## src/rtl/williams_cmos_arb.sv

```systemverilog
// Single-port arbiter for the Williams CMOS RAM. The CPU has priority. The HPS ioctl path is
// stalled with hps_wait, and the CPU is halted once an HPS request has been starved long enough.
module williams_cmos_arb #(
    parameter int unsigned AW       = 10,
    parameter int unsigned DW       = 4,
    parameter int unsigned MAX_WAIT = 16
) (
    input  logic          clk_sys,
    input  logic          reset,

    input  logic          cpu_cs,
    input  logic          cpu_we,
    input  logic [AW-1:0] cpu_addr,
    input  logic [DW-1:0] cpu_din,
    output logic [DW-1:0] cpu_dout,
    output logic          cpu_halt,

    input  logic          hps_wr,
    input  logic          hps_rd,
    input  logic [AW-1:0] hps_addr,
    input  logic [DW-1:0] hps_din,
    output logic [DW-1:0] hps_dout,
    output logic          hps_wait,
    output logic          hps_rdy,

    output logic [AW-1:0] ram_addr,
    output logic          ram_we,
    output logic [DW-1:0] ram_d,
    input  logic [DW-1:0] ram_q,

    output logic          dirty,
    input  logic          dirty_clr,
    output logic          err_ovr
);

    typedef enum logic [1:0] {
        StIdle,
        StPend,
        StRdLat,
        StDone
    } state_e;

    localparam logic [7:0] MaxWait = 8'(MAX_WAIT);

    state_e        r_state;
    logic [7:0]    r_cnt;
    logic          r_halt;
    logic          r_op_wr;
    logic [AW-1:0] r_addr;
    logic [DW-1:0] r_data;
    logic [DW-1:0] r_hps_dout;
    logic          r_dirty;
    logic          r_err_ovr;

    logic          w_cpu_own;
    logic          w_hps_own;
    logic          w_cpu_wr;
    logic          w_strobe;
    logic [7:0]    w_cnt_inc;

    assign w_cpu_own = cpu_cs & ~r_halt;
    assign w_hps_own = ~w_cpu_own & (r_state == StPend);
    assign w_cpu_wr  = w_cpu_own & cpu_we;
    assign w_strobe  = hps_wr | hps_rd;
    // Saturating increment: the wait counter must never wrap back below MAX_WAIT.
    assign w_cnt_inc = (r_cnt == 8'hFF) ? r_cnt : r_cnt + 8'd1;

    always_comb begin
        ram_addr = cpu_addr;
        ram_d    = cpu_din;
        ram_we   = 1'b0;
        if (w_cpu_own) begin
            ram_we = cpu_we;
        end else if (w_hps_own) begin
            ram_addr = r_addr;
            ram_d    = r_data;
            ram_we   = r_op_wr;
        end
    end

    always_ff @(posedge clk_sys or posedge reset) begin
        if (reset) begin
            r_state    <= StIdle;
            r_cnt      <= 8'd0;
            r_halt     <= 1'b0;
            r_op_wr    <= 1'b0;
            r_addr     <= '0;
            r_data     <= '0;
            r_hps_dout <= '0;
            r_dirty    <= 1'b0;
            r_err_ovr  <= 1'b0;
        end else begin
            if (w_cpu_wr) begin
                r_dirty <= 1'b1;
            end else if (dirty_clr) begin
                r_dirty <= 1'b0;
            end

            if (r_state != StIdle && w_strobe) begin
                r_err_ovr <= 1'b1;
            end

            case (r_state)
                StIdle: begin
                    if (hps_wr) begin
                        r_addr  <= hps_addr;
                        r_data  <= hps_din;
                        r_op_wr <= 1'b1;
                        r_state <= StPend;
                        if (hps_rd) begin
                            r_err_ovr <= 1'b1;
                        end
                    end else if (hps_rd) begin
                        r_addr  <= hps_addr;
                        r_op_wr <= 1'b0;
                        r_state <= StPend;
                    end
                end
                StPend: begin
                    if (w_hps_own) begin
                        r_state <= r_op_wr ? StDone : StRdLat;
                    end else begin
                        r_cnt <= w_cnt_inc;
                        // Halt takes effect next cycle, which hands the port to the HPS.
                        if (w_cnt_inc >= MaxWait) begin
                            r_halt <= 1'b1;
                        end
                    end
                end
                StRdLat: begin
                    r_hps_dout <= ram_q;
                    r_state    <= StDone;
                end
                StDone: begin
                    r_halt  <= 1'b0;
                    r_cnt   <= 8'd0;
                    r_state <= StIdle;
                end
                default: begin
                    r_state <= StIdle;
                end
            endcase
        end
    end

    assign cpu_dout = ram_q;
    assign cpu_halt = r_halt;
    assign hps_dout = r_hps_dout;
    assign hps_wait = (r_state == StPend) || (r_state == StRdLat);
    assign hps_rdy  = (r_state == StDone);
    assign dirty    = r_dirty;
    assign err_ovr  = r_err_ovr;

endmodule

```

## config.mk

```make
export PLATFORM = sky130hd
export DESIGN_NAME = williams_cmos_arb
export DESIGN_NICKNAME = d
export VERILOG_FILES = /design/src/rtl/williams_cmos_arb.sv
export SDC_FILE = /design/constraint.sdc
export NUM_CORES = 1
export LEC_CHECK = 0
export BUFFER_PORTS_ARGS = -buffer_cell sky130_fd_sc_hd__clkbuf_2
export CAP_MARGIN = 10
export CORE_MARGIN = 3
export CORE_UTILIZATION = 43
export DETAILED_ROUTE_END_ITERATION = 6
export PLACE_DENSITY = 0.86
export SLEW_MARGIN = 20
export SYNTH_ARGS = -nofsm -noshare
export SYNTH_HDL_FRONTEND = slang
export SYNTH_SLANG_ARGS = --single-unit
```

## constraint.sdc

```tcl
create_clock -name clk_sys -period 1.75 [get_ports clk_sys]
set_input_delay 0.175 -clock clk_sys [delete_from_list [all_inputs] [get_ports clk_sys]]
set_output_delay 0.175 -clock clk_sys [all_outputs]
set_load 0.005 [all_outputs]
```

[Yosys cells after proc, flatten, opt, wreduce, memory -nomap -nowiden]
Cells that the tools add are included.
Word-level totals
  latch bits: 0
  RAM bits: 0
  bits in read-only memories: 0
  logic and storage cells: 64
  register bits after elaboration: 32
  memories kept: 0
Cells by class
  equal/unequal tests: 8
  bitwise gates (word level): 6
  magnitude comparators: 1
  shift operators: 0
  add/subtract/negate cells: 1
  multipliers: 0
  reduce and logical (&&, ||, !) cells: 12
  multiplexer cells: 27
  div/mod/pow operators: 0
Operators by type and width (count)
  2-to-1 mux 10 bit: 4
  2-to-1 mux 8 bit: 2
  case mux 8 bit (2 select lines): 1
  2-to-1 mux 1 bit: 13
  adder 8 x 1 -> 8 bit, second input constant: 1
  == test 8 bit, second input constant: 1
  greater-or-equal comparator 8 x 5 -> 1 bit, second input constant: 1
  2-to-1 mux 4 bit: 2
  case mux 2 bit (4 select lines): 1
  AND reduction 2 bit: 4
  nonzero test 2 bit: 4
  2-to-1 mux 2 bit: 3
  == test 2 bit, second input constant: 2
  inequality test 2 bit, second input constant: 2
  bitwise AND 1 bit: 3
  inequality test 3 bit, second input constant: 1
  AND reduction 3 bit: 1
  == test 2 x 1 -> 1 bit, second input constant: 1
  zero test 2 bit: 1
  inequality test 2 x 1 -> 1 bit, second input constant: 1
  NOT 1 bit: 2
  case mux 1 bit (2 select lines): 1
  logical AND 1 bit: 1
  logical OR 1 bit: 1
  OR 1 bit: 1

[Depth between registers and ports, before layout]
Gate-level depths: netlist (run 1).
  depth after elaboration: 6
  mapped depth: 6

[Worst setup path after synthesis (run 1)]
Ideal clock, no wire load.
  path kind: register to output
  start: register r_state[1]
  end: output port ram_addr[0]
  data required time: 1.575 ns
  arrival: 1.539 ns
  path slack: 0.036 ns
  buffers on the path: 2
  cell stages (with the launch flop): 7
  cells stage by stage: dfrtp_1 inv_1 ha_1 buf_4 nand2_1 buf_4 mux2_2
Between the ends
  cells in the longest elaborated chain, start to end: 4
Ends and longest elaborated chain
  from (decl): RTL line 45  | state_e r_state;
  from (signal assigned): RTL line 83  | r_state <= StIdle;
  from (signal assigned): RTL line 109  | r_state <= StPend;
  from (signal assigned): RTL line 116  | r_state <= StPend;
  == test 2 x 1 -> 1 bit: RTL line 62  | assign w_hps_own = ~w_cpu_own & (r_state == StPend);
  bitwise AND 1 bit: RTL line 62
  2-to-1 mux 10 bit: RTL line 74  | end else if (w_hps_own) begin
  2-to-1 mux 10 bit: RTL line 72  | if (w_cpu_own) begin
  to (decl): RTL line 26  | output logic [AW-1:0] ram_addr,
Every way passes these cells.

[Worst setup path in the final report (run 1)]
  start: register r_state[0]
  end: output port ram_addr[1]
Same word-level chain as after synthesis.

==> impl_results.md, run 1 <==
- Status: finished clean
- Post-synth ARST share: 100%
- IO Count: 67
- Synthesis-to-layout area growth: 39.2%
- DP Worst Slack: 0.0523 ns
- Slew Viols, Final: 0
- Row count: 22
- Routed wire length on met2: 1790 um
- RSZ-0062 raised after global routing: true
- Buf/Inv on CP: 2
- Post-synth EDFFs: 0
- Die Area: 4760 sq um
- Pwr Density: 1410 nW/um^2
- MaxCap Viol Count: 0
- Crit Path Class: flip-flop to output pin
- CTS Buf Count: 5
- Share of layout cells above drive strength 1: 56.8%
- Antenna violations before repair: 0
- Worst-Margin Slew: 0.554 ns
- Wire length per cell: 13.4 um
- Most frequent cell after synthesis: mux2_2
- TritonCTS sink count: 32
- Post-synth top area share: 46.9%
- GPL Wtd Cong: 0.907
- VDD IR max: 0.786 mV
- Largest delay share family, worst path: flip-flops
- Pleak: 1.21 nW
- Startpoint types: flip-flop
- Vias in the first global route: 1,386
- Clock Power Share: 17.8%
- Min cycle time layout: 1.74 ns
- Inst Count DP: 266
- Crit path cell chain: ha_4 -> nand2_4 -> buf_12 -> mux2_2 -> clkbuf_2
- Worst EP arrival: 1.56 ns
- Synth cell types: 35
- Core box area: 3740 sq um
- Comb power frac: 46.1%
- FF/Latch Area: 801 sq um
- Port buffer count: 66
- Post-Layout Cell Count: 277
- Die X-Extent: 69.0 um
- Internal power: 2.28 mW
- Post-synth top cells: mux2_2, dfrtp_1, nand2_1, buf_4, o21ai_0
- TritonCTS clock tree: built
- Final setup vio count: 0
- Antenna viol nets, final: 0
- Slew margin rel.: 63.1%
- Hold WC Path Type: input port to flip-flop
- Final worst slack: 0.0137 ns
- DRT Pass-1 Iters: 4
- H-tree levels: 2
- Top_reg_cell synth: dfrtp_1
- Pin count of the biggest net entering global routing: 33
- Worst-skew pair later-pin latency: 0.27 ns
- Fill count: 318
- Chip Height: 69.0 um
- Largest stage delay, worst path: 0.42 ns
- Register area share after synthesis: 46.9%
- Multi-input logic area: 917 sq um
- Routed wl met3: 275 um
- Syn Area/Cell: 11.6 sq um
- Final worst-path cycle share: 99.2%
- Clk pin slew, worst setup/hold paths: 0.06 ns
- Vias per Instance: 5.09
- First-pass GRT wire length: 6300 um
- Post-synth design cell area: 1710 sq um
- R2r setup slk: 0.06 ns
- CP Capture Type: output pin
- Initial DRC Count: 50
- Clock skew: 0.00608 ns
- Antenna Cells: 0
- CTS Root Cell: clkbuf_8
- Initial core utilization: 45.6%
- Gate Count Post-Synth: 147
- Routed wire length: 3720 um
- Flop pwr share: 36.1%
- # DRC: 0
- Uppermost routed layer: met4
- Yosys top cell by area: dfrtp_1
- Gr ovfl total: 0
- Net switching power: 1.08 mW
- Max Clock Freq: 576 MHz
- Overall Global Routing Usage: 15.8%
- Final Hold Vio Count: 0
- Clock buffer depth: 2
- WL met1: 1640 um
- Critical path peak fanout: 8
- Switching portion of total power: 32.3%
- Top cells by area, synth: dfrtp_1, mux2_2, ha_1, buf_4, nand2_1
- WP data required: 1.57 ns
- Synthesis warning total: 0
- Seq cells post-synth: 32
- Hpwl dp: 2710 um
- Net Count, Synth: 191
- Vias: 1,409
- Critical Path Slowest Stage Cell: dfrtp_1
- Final net count: 273
## worst register-to-register path, cell delays in order, from the launching register on
cell      delay [ns]
dfrtp_1         0.42
ha_4            0.18
buf_4           0.16
nand2b_4        0.14
a22o_1          0.24
or3_1           0.34
a21oi_1         0.14
## worst paths after layout
check | start | end | cells past startpoint
setup / recovery | r_state[0] | ram_addr[1] | 5
max in group asynchronous | reset | r_op_wr | 4
hold / removal | dirty_clr | dirty | 2
hold reg to reg | err_ovr | err_ovr | 1
setup reg to reg | r_state[0] | r_cnt[3] | 6
min in group asynchronous | reset | r_addr[8] | 4
## metal layers
| metal | vias to the layer above | GRT usage [%] |
|---|---|---|
| met5 | - | 0 |
| met3 | 2 | 4.96 |
| met4 | 0 | 2.60 |
| li1 | 692 | - |
| met2 | 46 | 27.0 |
| met1 | 669 | 19.9 |
## area by class of cell
cell class	count	area share [%]
Clock buffer	7	4.05
Inverter	5	0.789
Multi-Input combinational cell	104	38.6
Sequential cell	32	33.7
Tap cell	48	2.53
Timing Repair Buffer	81	20.4
## cell families (layout without fill, tap and decap cells)
group                      Yosys count  after routing  share of synthesized area, %
adders and majority gates            5              5                          3.66
buffers and inverters               11             93                          3.74
xor gates and xnor gates             1              1                         0.513
and+or+nand+nor                     42             42                          14.1
DFF                                 32             32                          46.9
AOI/OAI and AO/OA                   21             21                          8.21
muxes                               35             35                          22.9
## flip-flops by register name, summed over array words and instances (netlist names), 2 cells and up
name      count
r_state       2
r_cnt         8
r_addr       10
r_data        4
hps_dout      4
## cell usage in the layout (no fill, tap or decap), types with 2 or more instances in the layout
cell type / n
clkbuf_2: 65
dfrtp_1: 32
mux2_2: 24
buf_4: 12
nand2_1: 11
mux2_4: 9
clkbuf_8: 7
o21ai_0: 5
nor2_1: 5
a21oi_1: 4
nand3_1: 4
inv_1: 4
nand2b_1: 3
ha_1: 3
a31oi_1: 2
nand2b_4: 2
nor2b_1: 2
nand4_1: 2
mux2i_1: 2
o211ai_1: 2
a311o_1: 2
## timing repair
action | CTS | global route
gates cloned | 1 | 0
buffers inserted | 1 | 1
resized for setup | 7 | 15
hold buffers | 1 | 0
pin swaps | 0 | 3
hold endpoints to repair | 32 | 0
endpoints found under the setup margin | 14 | 17
## per-stage QoR
step                instance area [sq um]  TNS (ns)  power (mW)  hold WS, ns  util, %
floorplan                            1710         0        2.08        0.282        -
global placement                     2150         0        2.54        0.259     57.4
detailed placement                   2150         0        2.59        0.264     57.4
CTS                                  2320         0        3.30       0.0957     61.9
global route                         2380    -0.208        3.61        0.112     63.5
finish                               2380         0        3.36       0.0991     63.5
## power groups by stage
| stage | clock network, mW | registers [mW] | logic [mW] |
|---|---|---|---|
| 5_1_grt | 0.658 | 1.25 | 1.70 |
| 4_1_cts | 0.617 | 1.21 | 1.47 |
| 6_report | 0.598 | 1.21 | 1.55 |
| 2_1_floorplan | 0 | 1.18 | 0.901 |
| 3_5_place_dp | 0 | 1.21 | 1.38 |
| 3_3_place_gp | 0 | 1.20 | 1.35 |
Power figures use the tool's default switching activity.
==> inputs of run 2 (changes only) <==
--- a/config.mk
+++ b/config.mk
@@ -10,7 +10,7 @@
 export CORE_MARGIN = 3
 export CORE_UTILIZATION = 43
 export DETAILED_ROUTE_END_ITERATION = 6
-export PLACE_DENSITY = 0.86
+export PLACE_DENSITY = 0.75
 export SLEW_MARGIN = 20
 export SYNTH_ARGS = -nofsm -noshare
 export SYNTH_HDL_FRONTEND = slang
==> impl_results.md, run 2 (synthesized netlist as in run 1, its figures left out) <==
- Reg2reg path depth: 7
- Min cycle time layout: 1.75 ns
- VDD IR max: 0.765 mV
- Die Area: 4760 sq um
- Vias in the first global route: 1,498
- Initial DRC Count: 67
- Gr ovfl total: 0
- Row count: 22
- H-tree levels: 2
- Antenna violations before repair: 0
- Initial core utilization: 45.6%
- Worst-skew pair later-pin latency: 0.28 ns
- Multi-input logic area: 931 sq um
- FF/Latch Area: 801 sq um
- Commonest non-fill, non-tap cell in the layout: clkbuf_2
- Status: finished, violations left
- Wire length per cell: 14.2 um
- WP data required: 1.57 ns
- Final worst slack: -0.00445 ns
- Antenna Cells: 0
- Antenna viol nets, final: 0
- TritonCTS clock tree: built
- Post-Layout Cell Count: 283
- Inst Count DP: 267
- Hpwl dp: 2780 um
- Largest register FFs: 10
- CTS Buf Count: 5
- Final Hold Vio Count: 0
- CP Depth: 6
- Final net count: 279
- Vias per Instance: 5.12
- # DRC: 0
- IO Count: 67
- Critical path peak fanout: 8
- Synthesis-to-layout area growth: 41.8%
- Worst-Margin Slew: 0.396 ns
- R2r setup slk: 0.02 ns
- Crit path cell chain: inv_2 -> ha_4 -> nand2_4 -> buf_8 -> mux2_2 -> clkbuf_2
- Port buffer count: 66
- Hold WC Path Type: input port to flip-flop
- Reg-to-Reg Start: r_state[1]
- CP endpoint: ram_d[3]
- Violated checks: setup timing
- Worst EP arrival: 1.58 ns
- Total power: 3.49 mW
- Regs by FF count: r_addr (10), r_cnt (8)
- Clock skew: 0.00389 ns
- DRT Pass-1 Iters: 5
- RSZ-0062 raised after global routing: true
- Critical Path Slowest Stage Cell: dfrtp_1
- CP Capture Type: output pin
- Largest stage delay, worst path: 0.38 ns
- Pwr Density: 1440 nW/um^2
- Core box area: 3740 sq um
- Share of layout cells above drive strength 1: 59.6%
- Register name with the most flops: r_addr
- Layout Utilization: 64.7%
- Vias: 1,450
- CTS Root Cell: clkbuf_8
- First-pass GRT wire length: 6590 um
- Clock buffer depth: 2
- Final worst-path cycle share: 100%
- GPL Wtd Cong: 0.830
- Largest delay share family, worst path: flip-flops
- Slew margin rel.: 73.6%
- Slew Viols, Final: 0
- Routed wire length: 4020 um
- Crit Path Class: flip-flop to output pin
- Die X-Extent: 69.0 um
- TritonCTS sink count: 32
- Fill count: 304
- MaxCap Viol Count: 0
- Worst reg2reg path endpoint: r_cnt[3]
- Final setup vio count: 2
- Startpoint types: flip-flop
- Buf/Inv on CP: 3
- Chip Height: 69.0 um
- Clk pin slew, worst setup/hold paths: 0.06 ns
- Pleak: 1.21 nW
- DP Worst Slack: 0.0303 ns
- Total negative setup slack: -0.00539 ns
- Pin count of the biggest net entering global routing: 33
- Crit path from: r_state[1]
- Overall Global Routing Usage: 17.1%
- Max Clock Freq: 570 MHz
- Most frequent cells in the layout: clkbuf_2, dfrtp_1, mux2_2
run 2: timing repair:
action	CTS	global route
buffers inserted	3	3
setup endpoints to repair	14	29
hold endpoints to repair	32	0
pin swaps	0	3
hold buffers	1	0
gates resized for setup	11	14
cloned	1	1
run 2: area by class of cell:
cell class | count | share of cell area [%]
sequential | 32 | 33.1
multi-input combinational | 105 | 38.4
tap | 48 | 2.48
timing repair buffer | 86 | 21.2
inverter | 5 | 0.775
clock buffer | 7 | 3.98
run 2: per-layer routing:
layer  up-vias  share of wire [%]  global-route usage (%)  wire length, um
li1        705                  -                       -                -
met4         0                1.0                    5.64               40
met2        50                 50                    28.8             2010
met5         -                  0                       0                0
met3         7                5.7                    5.25              229
met1       688                 43                    20.8             1740
run 2: worst min path at each step:
stage / slack, ns / depth (start not counted) / start / end
finish: 0.1 / 2 / dirty_clr / dirty
global route: 0.12 / 2 / hps_addr[3] / r_addr[3]
CTS: 0.08 / 2 / dirty_clr / dirty
detailed placement: 0.26 / 3 / reset / r_addr[0]
global placement: 0.26 / 3 / reset / r_addr[4]
floorplan: 0.28 / 1 / dirty_clr / dirty
run 2: through the flow:
stage                     hold slack (ns)  area, sq um
after detailed placement            0.260         2140
after global placement              0.264         2140
after CTS                          0.0808         2340
after floorplan                     0.282         1710
after global routing                0.115         2420
final                              0.0993         2420
run 2: power breakdown:
group	leakage, nW	internal (mW)	switching, mW
Sequential	0.391	1.03	0.179
Clock	0.0503	0.350	0.257
Combinational	0.770	0.951	0.722
==> inputs of run 3 (changes only) <==
--- a/config.mk
+++ b/config.mk
@@ -11,6 +11,7 @@
 export CORE_UTILIZATION = 43
 export DETAILED_ROUTE_END_ITERATION = 6
 export PLACE_DENSITY = 0.75
+export REMOVE_ABC_BUFFERS = 1
 export SLEW_MARGIN = 20
 export SYNTH_ARGS = -nofsm -noshare
 export SYNTH_HDL_FRONTEND = slang
==> impl_results.md, run 3 (synthesized netlist as in run 1, its figures left out) <==
- Status: finished, violations left
- Violated checks: setup timing
- Clock skew: 0.00755 ns
- Reg-to-Reg Start: r_state[1]
- Commonest non-fill, non-tap cell in the layout: clkbuf_2
- Slew Viols, Final: 0
- Startpoint types: flip-flop
- Vias per Instance: 5.23
- Wire length per cell: 14.4 um
- Hpwl dp: 2770 um
- R2r setup slk: 0.04 ns
- Synthesis-to-layout area growth: 37.9%
- Initial DRC Count: 85
- Most used routing layer: met2
- # DRC: 0
- Antenna violations before repair: 0
- Hold WC Path Type: input port to flip-flop
- Routed wire length: 4000 um
- Slew margin rel.: 65.4%
- Total power: 3.39 mW
- Share of layout cells above drive strength 1: 57.6%
- Largest stage delay, worst path: 0.37 ns
- Crit path from: r_state[1]
- Worst-Margin Slew: 0.519 ns
- Max Clock Freq: 570 MHz
- Total negative setup slack: -0.00561 ns
- CTS Root Cell: clkbuf_8
- First-pass GRT wire length: 6760 um
- Overall Global Routing Usage: 17.5%
- CP Depth: 6
- Final worst-path cycle share: 100%
- Final setup vio count: 3
- Crit path cell chain: inv_2 -> ha_4 -> nand2_4 -> buf_12 -> mux2_2 -> clkbuf_2
- Pleak: 1.16 nW
- IO Count: 67
- Pin count of the biggest net entering global routing: 33
- Initial core utilization: 45.6%
- WP data required: 1.57 ns
- Final worst slack: -0.00354 ns
- Pwr Density: 1440 nW/um^2
- RSZ-0062 raised after global routing: true
- Worst-skew pair later-pin latency: 0.28 ns
- Gr ovfl total: 0
- GRT met3 Usage: 5.25%
- Antenna Cells: 0
- CTS Buf Count: 5
- Most frequent cells in the layout: clkbuf_2, mux2_2, dfrtp_1
- Core box area: 3740 sq um
- Multi-input logic area: 897 sq um
- Fill count: 319
- Worst EP arrival: 1.58 ns
- Largest delay share family, worst path: flip-flops
- Regs by FF count: r_addr (10), r_cnt (8)
- Row count: 22
- Largest register FFs: 10
- TritonCTS sink count: 32
- CP endpoint: ram_addr[0]
- DRT Pass-1 Iters: 4
- Register name with the most flops: r_addr
- Worst reg2reg path endpoint: r_cnt[3]
- FF/Latch Area: 801 sq um
- Met1 Use GR: 22.8%
- Clock buffer depth: 2
- GPL Wtd Cong: 0.860
- GR Layer Usage met2: 27.4%
- Die X-Extent: 69.0 um
- Vias in the first global route: 1,488
- TritonCTS clock tree: built
- Port buffer count: 66
- Final net count: 273
- Vias: 1,450
- Buf/Inv on CP: 3
- Final Hold Vio Count: 0
- VDD IR max: 0.832 mV
- CP Capture Type: output pin
- Clk pin slew, worst setup/hold paths: 0.07 ns
- Crit Path Class: flip-flop to output pin
- Critical Path Slowest Stage Cell: dfrtp_1
- MaxCap Viol Count: 0
- Antenna viol nets, final: 0
- Min cycle time layout: 1.75 ns
- Die Area: 4760 sq um
- Critical path peak fanout: 8
- H-tree levels: 2
- Chip Height: 69.0 um
- Reg2reg path depth: 7
## run 3: power by group
part / switching, mW / total [mW] / leakage [nW] / internal, mW
Sequential: 0.175 / 1.21 / 0.391 / 1.03
Clock: 0.265 / 0.615 / 0.0503 / 0.350
Combinational: 0.684 / 1.56 / 0.717 / 0.881
## run 3: cell type report
class	count	area share, %
well taps	48	2.55
repair buffers	81	20.3
flip-flops and latches	32	34.0
clock buffers	7	4.09
inverters	5	0.956
multi-input cells	104	38.1
## run 3: repair_timing
action,4_1_cts,5_1_grt
endpoints found under the hold margin,32,0
gates cloned,1,0
resized for setup,8,6
buffers inserted,2,1
pin swaps,1,0
hold buffers,1,0
endpoints found under the setup margin,15,16
## run 3: worst register-to-register path: cells and delay by family (launching register included)
kind                       cells  cell delay (ns)
AOI/OAI and AO/OA              2             0.38
adders and majority gates      1             0.16
buffers and inverters          2             0.27
DFF                            1             0.40
and+or+nand+nor                2             0.46
## run 3: worst min path at each step
| stage | start | slack (ns) | depth (start not counted) | end |
|---|---|---|---|---|
| floorplan | dirty_clr | 0.28 | 1 | dirty |
| global placement | reset | 0.26 | 3 | r_cnt[0] |
| detailed placement | reset | 0.27 | 3 | r_addr[2] |
| CTS | dirty_clr | 0.07 | 2 | dirty |
| global route | dirty_clr | 0.09 | 2 | dirty |
| finish | dirty_clr | 0.07 | 2 | dirty |
## run 3: routing by layer
layer  wire [um]  up-vias  part of all wire [%]
met1        1760      689                    44
met3         281        4                   7.0
met4          43        0                   1.1
met5           0        -                     0
li1            -      696                     -
met2        1910       61                    48
## run 3: metrics by stage
step / util (%) / setup slack [ns] / instance area (sq um) / std cells / hold WS (ns)
after floorplan: - / -0.0344 / 1660 / 141 / 0.282
after global placement: 57.2 / 0.0452 / 2140 / 265 / 0.265
after CTS: 62.0 / 0.000211 / 2320 / 276 / 0.0688
final: 62.9 / -0.00354 / 2350 / 277 / 0.0716
after global routing: 62.9 / -0.0489 / 2350 / 277 / 0.0874
after detailed placement: 57.2 / 0.0253 / 2140 / 265 / 0.266
